`src/rtl/uart_rx_ctrl.sv`:
```
// rtl/uart_rx_ctrl.sv - UART receive sequencer: start detect, mid-bit timing, datapath strobes
//
// Purpose: synchronises rx_i, detects a start bit, times mid-bit sampling with a
// per-bit clock counter and issues one-cycle strobes to the external SIPO and
// the parity/stop checks. All strobes are registered.
//
// Build option: define UART_RX_PARITY_EN to add one even-parity bit after the
// data bits (PARITY state + running parity register). When it is undefined,
// parity_err is tied low.
//
// Ports:
//   clk        in   system clock, rising edge
//   rst        in   asynchronous active-high reset
//   rx_i       in   serial line (idle high, start low, stop high)
//   shift_en   out  one-cycle strobe: SIPO shifts in sample_o
//   sample_o   out  sampled bit value, valid while shift_en=1
//   data_last  out  high with the final data-bit shift_en
//   parity_err out  one-cycle pulse at the parity sample on mismatch
//   frame_done out  one-cycle pulse: stop bit sampled high
//   frame_err  out  one-cycle pulse: stop bit sampled low
//   busy       out  high whenever the sequencer is not idle

module uart_rx_ctrl #(
  parameter int CLKS_PER_BIT = 16,
  parameter int DATA_BITS    = 8
) (
  input  logic clk,
  input  logic rst,
  input  logic rx_i,
  output logic shift_en,
  output logic sample_o,
  output logic data_last,
  output logic parity_err,
  output logic frame_done,
  output logic frame_err,
  output logic busy
);

  localparam int CW = $clog2(CLKS_PER_BIT);
  localparam int IW = $clog2(DATA_BITS + 1);

  localparam logic [CW-1:0] CNT_HALF = CW'(CLKS_PER_BIT / 2 - 1);
  localparam logic [CW-1:0] CNT_LAST = CW'(CLKS_PER_BIT - 1);
  localparam logic [IW-1:0] IDX_LAST = IW'(DATA_BITS - 1);

  localparam logic [2:0] ST_IDLE   = 3'd0;
  localparam logic [2:0] ST_START  = 3'd1;
  localparam logic [2:0] ST_DATA   = 3'd2;
  localparam logic [2:0] ST_STOP   = 3'd4;
`ifdef UART_RX_PARITY_EN
  localparam logic [2:0] ST_PARITY = 3'd3;
`endif

  logic          rx_meta_q, rx_s_q;
  logic [2:0]    state_q, state_d;
  logic [CW-1:0] cnt_q, cnt_d;
  logic [IW-1:0] idx_q, idx_d;
  logic          armed_q, armed_d;
  logic          shift_en_q, shift_en_d;
  logic          sample_q, sample_d;
  logic          data_last_q, data_last_d;
  logic          frame_done_q, frame_done_d;
  logic          frame_err_q, frame_err_d;
`ifdef UART_RX_PARITY_EN
  logic          par_q, par_d;
  logic          parity_err_q, parity_err_d;
`endif

  // Mid-bit point: the counter wraps once per bit, and the START half-bit
  // offset places every wrap at the centre of a bit cell.
  logic cnt_wrap;
  assign cnt_wrap = (cnt_q == CNT_LAST);

  always_comb begin
    state_d      = state_q;
    cnt_d        = cnt_q;
    idx_d        = idx_q;
    armed_d      = armed_q;
    shift_en_d   = 1'b0;
    sample_d     = 1'b0;
    data_last_d  = 1'b0;
    frame_done_d = 1'b0;
    frame_err_d  = 1'b0;
`ifdef UART_RX_PARITY_EN
    par_d        = par_q;
    parity_err_d = 1'b0;
`endif

    case (state_q)
      ST_IDLE: begin
        // Arming requires seeing the line high first, so a held-low break
        // cannot start a new frame.
        if (rx_s_q) armed_d = 1'b1;
        if (armed_q && !rx_s_q) begin
          state_d = ST_START;
          cnt_d   = '0;
          armed_d = 1'b0;
        end
      end

      ST_START: begin
        cnt_d = cnt_q + CW'(1);
        if (cnt_q == CNT_HALF) begin
          if (!rx_s_q) begin
            state_d = ST_DATA;
            cnt_d   = '0;
            idx_d   = '0;
`ifdef UART_RX_PARITY_EN
            par_d   = 1'b0;
`endif
          end else begin
            state_d = ST_IDLE;
          end
        end
      end

      ST_DATA: begin
        cnt_d = cnt_wrap ? '0 : cnt_q + CW'(1);
        if (cnt_wrap) begin
          shift_en_d = 1'b1;
          sample_d   = rx_s_q;
          idx_d      = idx_q + IW'(1);
`ifdef UART_RX_PARITY_EN
          par_d      = par_q ^ rx_s_q;
`endif
          if (idx_q == IDX_LAST) begin
            data_last_d = 1'b1;
`ifdef UART_RX_PARITY_EN
            state_d     = ST_PARITY;
`else
            state_d     = ST_STOP;
`endif
          end
        end
      end

`ifdef UART_RX_PARITY_EN
      ST_PARITY: begin
        cnt_d = cnt_wrap ? '0 : cnt_q + CW'(1);
        if (cnt_wrap) begin
          parity_err_d = par_q ^ rx_s_q;
          state_d      = ST_STOP;
        end
      end
`endif

      ST_STOP: begin
        cnt_d = cnt_wrap ? '0 : cnt_q + CW'(1);
        if (cnt_wrap) begin
          frame_done_d = rx_s_q;
          frame_err_d  = !rx_s_q;
          state_d      = ST_IDLE;
        end
      end

      default: state_d = ST_IDLE;
    endcase
  end

  always_ff @(posedge clk or posedge rst) begin
    if (rst) begin
      rx_meta_q    <= 1'b1;
      rx_s_q       <= 1'b1;
      state_q      <= ST_IDLE;
      cnt_q        <= '0;
      idx_q        <= '0;
      armed_q      <= 1'b0;
      shift_en_q   <= 1'b0;
      sample_q     <= 1'b0;
      data_last_q  <= 1'b0;
      frame_done_q <= 1'b0;
      frame_err_q  <= 1'b0;
`ifdef UART_RX_PARITY_EN
      par_q        <= 1'b0;
      parity_err_q <= 1'b0;
`endif
    end else begin
      rx_meta_q    <= rx_i;
      rx_s_q       <= rx_meta_q;
      state_q      <= state_d;
      cnt_q        <= cnt_d;
      idx_q        <= idx_d;
      armed_q      <= armed_d;
      shift_en_q   <= shift_en_d;
      sample_q     <= sample_d;
      data_last_q  <= data_last_d;
      frame_done_q <= frame_done_d;
      frame_err_q  <= frame_err_d;
`ifdef UART_RX_PARITY_EN
      par_q        <= par_d;
      parity_err_q <= parity_err_d;
`endif
    end
  end

  assign shift_en   = shift_en_q;
  assign sample_o   = sample_q;
  assign data_last  = data_last_q;
  assign frame_done = frame_done_q;
  assign frame_err  = frame_err_q;
  assign busy       = (state_q != ST_IDLE);
`ifdef UART_RX_PARITY_EN
  assign parity_err = parity_err_q;
`else
  assign parity_err = 1'b0;
`endif

endmodule

```
`config.mk`:
```
export PLATFORM = sky130hd
export DESIGN_NAME = uart_rx_ctrl
export DESIGN_NICKNAME = d
export VERILOG_FILES = /design/src/rtl/uart_rx_ctrl.sv
export SDC_FILE = /design/constraint.sdc
export NUM_CORES = 1
export LEC_CHECK = 0
export BUFFER_PORTS_ARGS = -buffer_cell sky130_fd_sc_hd__buf_4
export CAP_MARGIN = 20
export CORE_MARGIN = 4
export CORE_UTILIZATION = 60
export CTS_CLUSTER_DIAMETER = 50
export CTS_CLUSTER_SIZE = 20
export DETAILED_ROUTE_END_ITERATION = 7
export PLACE_DENSITY = 0.81
export SYNTH_ARGS = -nofsm -noshare
export SYNTH_HDL_FRONTEND = slang
export SYNTH_SLANG_ARGS = --single-unit
```
`constraint.sdc`:
```
create_clock -name clk -period 5.4 [get_ports clk]
set_input_delay 1.35 -clock clk [delete_from_list [all_inputs] [get_ports clk]]
set_output_delay 1.35 -clock clk [all_outputs]
set_load 0.01 [all_outputs]
```
==> results of run 1 <==
registers in the layout (all words and copies together), names as in the netlist:
name and count:
sample_o 1, armed_q 1, idx_q 4, cnt_q 4
shift_en 1, rx_meta_q 1, rx_s_q 1, frame_done 1
data_last 1, frame_err 1, state_q 3
metal layers:
metal	track usage	wire length (um)
met1	0.222	783
met2	0.248	750
met3	0.0245	85
met4	0.0553	21
met5	0	0
placed cells by master, fill, tap and decap left out, types with 2 or more instances in the layout:
master,synthesis,routed
dfrtp_1,17,17
nand2_1,9,9
buf_4,3,8
nor2_1,7,7
o21ai_0,6,6
inv_1,6,6
nor4_1,6,6
a21oi_1,4,4
clkbuf_4,0,3
o211ai_1,2,2
nand3_1,2,2
nor3_1,2,2
nand3b_1,2,2
a31oi_1,2,2
ha_1,2,2
dfstp_2,2,2
worst paths after layout:
path	to	startpoint	cells past startpoint	slack, ns
max	busy	state_q[2]$_DFFE_PP0P_	2	2.54
min in group asynchronous	shift_en$_DFF_PP0_	rst	2	1.14
min reg2reg	rx_s_q$_DFF_PP1_	rx_meta_q$_DFF_PP1_	0	0.37
max reg2reg	cnt_q[3]$_DFFE_PP0P_	cnt_q[1]$_DFFE_PP0P_	5	3.56
min	rx_s_q$_DFF_PP1_	rx_meta_q$_DFF_PP1_	0	0.37
max in group asynchronous	state_q[0]$_DFFE_PP0P_	rst	2	3.82
area by class of cell:
| cell class | instances | area, um^2 |
|---|---|---|
| Clock buffer | 3 | 22.5 |
| Sequential cell | 19 | 478 |
| Tap cell | 16 | 20.0 |
| Timing Repair Buffer | 8 | 60.1 |
| Multi-Input combinational cell | 66 | 422 |
| Fill cell | 109 | 494 |
| Clock inverter | 1 | 5.00 |
| Inverter | 6 | 22.5 |
report_power, final:
part | internal, mW | switching (mW)
Combinational | 0.0748 | 0.0870
Sequential | 0.171 | 0.0464
Clock | 0.0276 | 0.0444
Total | 0.274 | 0.178
critical path, cell delays in order, from the launching register on:
cell	delay, ns
dfrtp_1	0.55
or3_1	0.48
buf_4	0.17
cells in the mapped netlist (2+ instances only):
cell	instances	share of area
a21oi_1	4	0.021
a31oi_1	2	0.013
buf_4	3	0.023
buf_6	2	0.023
clkbuf_1	2	0.0077
dfrtp_1	17	0.44
dfstp_2	2	0.054
ha_1	2	0.026
inv_1	6	0.023
nand2_1	9	0.035
nand3_1	2	0.010
nand3b_1	2	0.015
nor2_1	7	0.027
nor3_1	2	0.010
nor4_1	6	0.039
o211ai_1	2	0.015
o21ai_0	6	0.031
logic make-up after synthesis:
family          after synthesis  synth area share
flops                        19             0.490
mux                           1            0.0154
compound gates               24             0.167
other cells                   1           0.00385
simple gates                 37             0.212
xor+xnor                      1           0.00899
fa+ha+maj                     2            0.0257
buf+inv                      13            0.0770
per-stage QoR:
stage          power [mW]  setup WS, ns  std cells  cell area, um^2
3_5_place_dp        0.382          2.88        115             1000
5_1_grt             0.496          2.45        119             1030
2_1_floorplan       0.356          3.06         98              975
4_1_cts             0.453          2.54        119             1030
6_report            0.451          2.54        119             1030
3_3_place_gp        0.375          2.91        115             1000
==> results.md, run 1 <==
* GRT Residual Overflow at 0
* Flops & latches, synth at 19
* Post-Route Utilization at 0.676
* Starting Density at 0.640
* Max Freq at 350 MHz
* Gate Count Post-Synth at 98
* Worst-path maximum fanout at 16
* Clock sinks at 19
* Die Ht at 48.3 um
* Worst Path Required at 4.05 ns
* Vias in the first global route at 713
* Area grow syn2layout at 5.65%
* First drt pass iteration count at 4
* FP Rows at 14
* Detail Route Antenna Nets at 0
* Asr flop ratio synth at 1.00
* Fin nets at 109
* Hold Slack at 0.365 ns
* Synth warn at 0
* HP Class: reg2reg
* DP HPWL at 1.19 mm
* Cell variety after synth at 39
* Mapped Avg Cell Area at 9.95 um^2
* IO Count at 10
* Num CTS Buffers at 3
* Leakage at 0.468 nW
* Antenna diodes at 0
* Post-DR wirelength/cell at 13.8 um
* Total Routing Usage GR at 0.158
* Minimum clock period at 2.86 ns
* Worst setup path class: reg2out
* Setup_tns at 0 ns
* Setup bufs post-CTS at 0
* # port buffers at 8
* Final hold vios at 0
* Pins over their slew limit at 0
* DR iter-0 viols at 21
* Die Wd at 48.3 um
* Max Root-Sink Buffers at 2
* DR vias/cell at 6.13
* Worst setup EP type: primary output
* Die footprint at 2330 um^2
* Layout cells sized above 1 at 0.194
* Clk Latency, worst-skew pair at 0.30 ns
* DRC at 0
* Post_cts resized at 0
* Antenna violations before repair at 0
* Post-CTS Hold Fix Bufs at 0
* Peak VDD IR at 0.294 mV
* Clock slew at reported path FFs at 0.11 ns
* Number of endpoints failing setup at the final stage at 0
* Final WL at 1.64 mm
* CTS H-tree lvls at 1
* Worst Skew at 0.00174 ns
* RSZ-0062 raised after global routing: false
* CTS root buffer: clkbuf_4
* Placer congestion estimate at 0.900
* Synth Flop Type: dfrtp_1
* Max Cap Viol at 0
* Worst-margin pin slew at 0.681 ns
* Placeable Area at 1520 um^2
* Post-synth EDFFs at 0
* Max_slew headroom at 0.545
* Syn nets at 103
* Worst Path Arrival at 1.51 ns
* Largest net degree at the start of global routing at 20
* Synth Cell Area at 975 um^2
* Sequential area share after synthesis at 0.490
* P per Cell Area at 438 nW/um^2
* Routed via count at 729
* Worst setup SP type: flop
* Status: complete, no violations
* Final period util at 0.530
* CTS tree: yes
* First-pass GRT wire length at 3.10 mm
Power figures use the tool's default switching activity.
==> inputs of run 2 (changes only) <==
--- a/config.mk
+++ b/config.mk
@@ -7,12 +7,13 @@
 export LEC_CHECK = 0
 export BUFFER_PORTS_ARGS = -buffer_cell sky130_fd_sc_hd__buf_4
 export CAP_MARGIN = 20
+export CORE_ASPECT_RATIO = 0.75
 export CORE_MARGIN = 4
-export CORE_UTILIZATION = 60
+export CORE_UTILIZATION = 50
 export CTS_CLUSTER_DIAMETER = 50
 export CTS_CLUSTER_SIZE = 20
 export DETAILED_ROUTE_END_ITERATION = 7
-export PLACE_DENSITY = 0.81
+export PLACE_DENSITY = 0.72
 export SYNTH_ARGS = -nofsm -noshare
 export SYNTH_HDL_FRONTEND = slang
 export SYNTH_SLANG_ARGS = --single-unit
==> constraint.sdc (replaced) <==
create_clock -name clk -period 2.34 [get_ports clk]
set_input_delay 0.585 -clock clk [delete_from_list [all_inputs] [get_ports clk]]
set_output_delay 0.585 -clock clk [all_outputs]
set_load 0.01 [all_outputs]
==> results.md, run 2 (synthesized netlist as in run 1, its figures left out) <==
* FP Rows at 13 (was 14)
* Die footprint at 2730 um^2 (was 2330 um^2)
* GR peak layer: met2 (unchanged)
* Most common cell after layout, fill and taps aside: dfrtp_1 (unchanged)
* Max Root-Sink Buffers at 2 (unchanged)
* First drt pass iteration count at 4 (unchanged)
* Routing usage on met1 at 0.224 (was 0.222)
* Worst Setup SP: state_q[0]$_DFFE_PP0P_ (was state_q[2]$_DFFE_PP0P_)
* Worst setup path class: reg2out (unchanged)
* Num CTS Buffers at 3 (unchanged)
* Die Ht at 46.2 um (was 48.3 um)
* Max Cap Viol at 0 (unchanged)
* CP max stage delay at 0.54 ns (was 0.55 ns)
* Number of endpoints failing setup at the final stage at 0 (unchanged)
* Post_cts resized at 0 (unchanged)
* Worst setup EP type: primary output (unchanged)
* Antenna violations before repair at 0 (unchanged)
* Fin nets at 110 (was 109)
* Area grow syn2layout at 7.19% (was 5.65%)
* Worst path cell trace: or3_1 > buf_4 (unchanged)
* Post-Route Utilization at 0.584 (was 0.676)
* CP max stage cell: dfrtp_1 (unchanged)
* Starting Density at 0.545 (was 0.640)
* Largest net degree at the start of global routing at 20 (unchanged)
* Clock slew at reported path FFs at 0.10 ns (was 0.11 ns)
* Peak VDD IR at 0.585 mV (was 0.294 mV)
* Register area at 478 um^2 (unchanged)
* Grt met3 use at 0.0616 (was 0.0245)
* Antenna diodes at 0 (unchanged)
* DR vias/cell at 6.20 (was 6.13)
* Worst Path Required at 1.75 ns (was 4.05 ns)
* Worst-path maximum fanout at 15 (was 16)
* Routed via count at 781 (was 729)
* Post-CTS Hold Fix Bufs at 0 (unchanged)
* DP HPWL at 1.37 mm (was 1.19 mm)
* First-pass GRT wire length at 3.17 mm (was 3.10 mm)
* Final period util at 0.906
* P per Cell Area at 1010 nW/um^2 (was 438 nW/um^2)
* Pins over their slew limit at 0 (unchanged)
* Total power draw at 1.05 mW (was 451 uW)
* # placed instances at 122 (was 115)
* Die Wd at 59.0 um (was 48.3 um)
* HP Class: reg2reg (unchanged)
* Detail Route Antenna Nets at 0 (unchanged)
* Total Routing Usage GR at 0.160 (was 0.158)
* # port buffers at 8 (unchanged)
* Final instance area at 1040 um^2 (was 1030 um^2)
* Max Freq at 472 MHz
* Setup bufs post-CTS at 0 (unchanged)
* Worst r2r src: cnt_q[0]$_DFFE_PP0P_ (was cnt_q[1]$_DFFE_PP0P_)
* Max_slew headroom at 0.535 (was 0.545)
* Post-DP Area at 1020 um^2 (was 1000 um^2)
* Fill count at 153 (was 109)
* Worst Path Arrival at 1.54 ns (was 1.51 ns)
* Worst hold start: rx_meta_q$_DFF_PP1_ (unchanged)
* Worst setup SP type: flop (unchanged)
* Status: complete, no violations (unchanged)
* GRT Residual Overflow at 0 (unchanged)
* Worst-margin pin slew at 0.696 ns (was 0.681 ns)
* RSZ-0062 raised after global routing: false (unchanged)
* Post-DR wirelength/cell at 15.1 um (was 13.8 um)
* CTS root buffer: clkbuf_4 (unchanged)
* CTS tree: yes (unchanged)
* Final WL at 1.90 mm (was 1.64 mm)
* Clock sinks at 19 (unchanged)
* CTS H-tree lvls at 1 (unchanged)
* Minimum clock period at 2.12 ns
* Met2 Usage GRT at 0.231 (was 0.248)
* Setup_tns at 0 ns (unchanged)
* Leakage at 0.474 nW (was 0.468 nW)
* Clk Latency, worst-skew pair at 0.30 ns (about the same)
* IO Count at 10 (unchanged)
* Placeable Area at 1790 um^2 (was 1520 um^2)
* DRC at 0 (unchanged)
* Worst Skew at 0.00791 ns (was 0.00174 ns)
* Most frequent cells in the layout: dfrtp_1 (17), nand2_1 (9), buf_4 (9) (was dfrtp_1 (17), nand2_1 (9), buf_4 (8))
* Placer congestion estimate at 0.889 (was 0.900)
* Layout cells sized above 1 at 0.202 (was 0.194)
* Area of the multi-input gates at 422 um^2 (unchanged)
* Regs by FF count: cnt_q (4), idx_q (4), state_q (3) (unchanged)
* DR iter-0 viols at 34 (was 21)
* Final hold vios at 0 (unchanged)
* Vias in the first global route at 675 (was 713)
* Final std cells w/o fill at 126 (was 119)
==> run 2: metrics by stage <==
step / setup slack (ns) / hold WS, ns
2_1_floorplan: 0.631 / 0.345
3_3_place_gp: 0.559 / 0.348
3_5_place_dp: 0.510 / 0.349
4_1_cts: 0.226 / 0.364
6_report: 0.220 / 0.364
5_1_grt: 0.160 / 0.369
==> run 2: cell type report <==
class,instances,area share
clock inverter,1,0.00479
inverter,6,0.0216
tap,22,0.0263
sequential,19,0.457
clock buffer,3,0.0216
multi-input combinational,66,0.404
timing repair buffer,9,0.0647
==> run 2: final timing paths <==
kind	cells past startpoint	slack (ns)	to
worst max-delay path	2	0.22	busy
worst min-delay path	0	0.36	rx_s_q$_DFF_PP1_
worst max register to register	5	0.47	cnt_q[3]$_DFFE_PP0P_
worst min register to register	0	0.36	rx_s_q$_DFF_PP1_
max in group asynchronous	2	1.51	cnt_q[3]$_DFFE_PP0P_
min in group asynchronous	2	0.39	shift_en$_DFF_PP0_
==> run 2: worst max-delay path, delay by kind of cell, from the launching register on <==
family / cells / cell delay (ns)
DFF: 1 / 0.54
and+or+nand+nor: 1 / 0.51
buffers and inverters: 1 / 0.18
==> run 2: metal layers <==
metal,share of wire,vias to the layer above
met5,0,-
met4,0.0074,0
met3,0.10,2
met2,0.46,42
met1,0.43,373
li1,-,364
==> run 2: power breakdown <==
group	total, mW	leakage [nW]	internal (mW)	switching, mW
logic	0.386	0.209	0.172	0.213
clock network	0.159	0.0177	0.0637	0.0958
registers	0.509	0.246	0.395	0.114
==> inputs of run 3 (changes only) <==
==> config.mk (replaced) <==
export PLATFORM = sky130hd
export DESIGN_NAME = uart_rx_ctrl
export DESIGN_NICKNAME = d
export VERILOG_FILES = /design/src/rtl/uart_rx_ctrl.sv
export SDC_FILE = /design/constraint.sdc
export NUM_CORES = 1
export LEC_CHECK = 0
export CAP_MARGIN = 20
export CORE_ASPECT_RATIO = 1.1
export CORE_MARGIN = 4
export CORE_UTILIZATION = 54
export CTS_CLUSTER_DIAMETER = 50
export CTS_CLUSTER_SIZE = 20
export DETAILED_ROUTE_END_ITERATION = 7
export DONT_BUFFER_PORTS = 1
export PLACE_DENSITY = 0.72
export SYNTH_ARGS = -nofsm -noshare
export SYNTH_HDL_FRONTEND = slang
export SYNTH_SLANG_ARGS = --single-unit
export TNS_END_PERCENT = 5
==> results.md, run 3 (synthesized netlist as in run 1, its figures left out) <==
* DP HPWL at 1.16 mm (was 1.37 mm)
* Starting Density at 0.597 (was 0.545)
* Crit path buf inv count at 0 (was 1)
* Reg-to-reg slack, setup at 0.52 ns (was 0.47 ns)
* FP Rows at 15 (was 13)
* Routed via count at 713 (was 781)
* Max Cap Viol at 0 (unchanged)
* WL met1 at 770 um (was 821 um)
* Largest net degree at the start of global routing at 20 (unchanged)
* Layout cells sized above 1 at 0.126 (was 0.202)
* CP max stage cell: dfrtp_1 (unchanged)
* Post_cts resized at 0 (unchanged)
* Setup bufs post-CTS at 0 (unchanged)
* Reg2reg end: idx_q[0]$_DFFE_PP0P_ (was cnt_q[3]$_DFFE_PP0P_)
* Max Used Layer: met4 (unchanged)
* Vias in the first global route at 667 (was 675)
* GRT Residual Overflow at 0 (unchanged)
* Die footprint at 2550 um^2 (was 2730 um^2)
* P per Cell Area at 1050 nW/um^2 (was 1010 nW/um^2)
* Minimum clock period at 2.00 ns (was 2.12 ns)
* DR WL met3 at 70 um (was 195 um)
* Die Wd at 48.5 um (was 59.0 um)
* Number of endpoints failing setup at the final stage at 0 (unchanged)
* Worst setup SP type: flop (unchanged)
* Die Ht at 52.6 um (was 46.2 um)
* Num CTS Buffers at 3 (unchanged)
* Antenna diodes at 0 (unchanged)
* Worst setup EP type: primary output (unchanged)
* Antenna violations before repair at 0 (unchanged)
* Max Root-Sink Buffers at 2 (unchanged)
* Worst Skew at 0.00181 ns (was 0.00791 ns)
* Detail Route Antenna Nets at 0 (unchanged)
* Total Routing Usage GR at 0.146 (was 0.160)
* Final period util at 0.853 (was 0.906)
* Most common cell after layout, fill and taps aside: dfrtp_1 (unchanged)
* Area grow syn2layout at -0.385% (was 7.19%)
* Regs by FF count: cnt_q (4), idx_q (4), state_q (3) (unchanged)
* CTS H-tree lvls at 1 (unchanged)
* Leakage at 0.427 nW (was 0.474 nW)
* Peak VDD IR at 0.639 mV (was 0.585 mV)
* First-pass GRT wire length at 2.90 mm (was 3.17 mm)
* Post-Route Utilization at 0.595 (was 0.584)
* RSZ-0062 raised after global routing: false (unchanged)
* Clk Latency, worst-skew pair at 0.30 ns (about the same)
* Clock slew at reported path FFs at 0.10 ns (about the same)
* Final hold vios at 0 (unchanged)
* IO Count at 10 (unchanged)
* DR vias/cell at 6.37 (was 6.20)
* Stages on worst setup path at 1 (was 2)
* Post-DR wirelength/cell at 14.5 um (was 15.1 um)
* Worst Path Arrival at 1.41 ns (was 1.54 ns)
* Placeable Area at 1630 um^2 (was 1790 um^2)
* Critical Path End: busy (unchanged)
* First drt pass iteration count at 4 (unchanged)
* Routed length on met2 at 755 um (was 869 um)
* Worst path cell trace: or3_1 (was or3_1 > buf_4)
* CP max stage delay at 0.57 ns (was 0.54 ns)
* Worst-path maximum fanout at 16 (was 15)
* # port buffers at 0 (was 8)
* Post-CTS Hold Fix Bufs at 0 (unchanged)
* Pins over their slew limit at 0 (unchanged)
* Worst Setup SP: state_q[2]$_DFFE_PP0P_ (was state_q[0]$_DFFE_PP0P_)
* Worst-margin pin slew at 0.672 ns (was 0.696 ns)
* Max_slew headroom at 0.552 (was 0.535)
* HP Class: in2async (was reg2reg)
* Clock sinks at 19 (unchanged)
* Setup_tns at 0 ns (unchanged)
* Final WL at 1.63 mm (was 1.90 mm)
* CTS tree: yes (unchanged)
* DR iter-0 viols at 15 (was 34)
* Placer congestion estimate at 0.757 (was 0.889)
* Crit-path leading delay family: flip-flops (unchanged)
* Status: complete, no violations (unchanged)
* Worst r2r src: state_q[0]$_DFFE_PP0P_ (was cnt_q[0]$_DFFE_PP0P_)
* Max Freq at 501 MHz (was 472 MHz)
* Reg2Reg Depth at 3 (was 5)
* CTS root buffer: clkbuf_4 (unchanged)
* Worst Path Required at 1.75 ns (about the same)
* DRC at 0 (unchanged)
* Worst setup path class: reg2out (unchanged)
* Fin nets at 101 (was 110)
* Most frequent cells in the layout: dfrtp_1 (17), nand2_1 (9), nor2_1 (7) (was dfrtp_1 (17), nand2_1 (9), buf_4 (9))
[run 3: changes by cell type in the layout (fill, tap and decap cells not counted), sizes merged]
cell / before / now
buf: 9 / 0
[run 3: power breakdown]
group	switching (mW)	leakage, nW	total, mW	internal (mW)
logic	0.196	0.162	0.353	0.158
clock network	0.0991	0.0177	0.163	0.0638
registers	0.112	0.246	0.507	0.395
total	0.407	0.427	1.02	0.616
[run 3: metrics by stage]
| stage | total power [mW] | instances | setup WS (ns) | area [um^2] | hold WS (ns) |
|---|---|---|---|---|---|
| 2_1_floorplan | 0.821 | 98 | 0.631 | 975 | 0.345 |
| 3_3_place_gp | 0.849 | 108 | 0.556 | 943 | 0.347 |
| 3_5_place_dp | 0.861 | 108 | 0.537 | 943 | 0.349 |
| 4_1_cts | 1.03 | 112 | 0.354 | 971 | 0.261 |
| 5_1_grt | 1.11 | 112 | 0.264 | 971 | 0.243 |
| 6_report | 1.02 | 112 | 0.344 | 971 | 0.260 |
[run 3: worst min path at each step]
| stage | end | start | cells after the start | slack [ns] |
|---|---|---|---|---|
| CTS | rx_meta_q$_DFF_PP1_ | rx_i | 0 | 0.26 |
| finish | frame_err$_DFF_PP0_ | rst | 1 | 0.26 |
| global placement | rx_s_q$_DFF_PP1_ | rx_meta_q$_DFF_PP1_ | 0 | 0.35 |
| detailed placement | rx_s_q$_DFF_PP1_ | rx_meta_q$_DFF_PP1_ | 0 | 0.35 |
| global route | rx_meta_q$_DFF_PP1_ | rx_i | 0 | 0.24 |
| floorplan | rx_s_q$_DFF_PP1_ | rx_meta_q$_DFF_PP1_ | 0 | 0.35 |
[run 3: layer usage]
layer	vias up	GRT usage
li1	346	-
met1	343	0.184
met2	20	0.237
met3	4	0.0256
met4	0	0.0807
met5	-	0
[run 3: final cells by class]
type / instances / area, um^2
tap: 17 / 21.3
clock buffer: 3 / 22.5
clock inverter: 1 / 5.00
sequential: 19 / 478
inverter: 6 / 22.5
multi-input combinational: 66 / 422
fill: 141 / 662
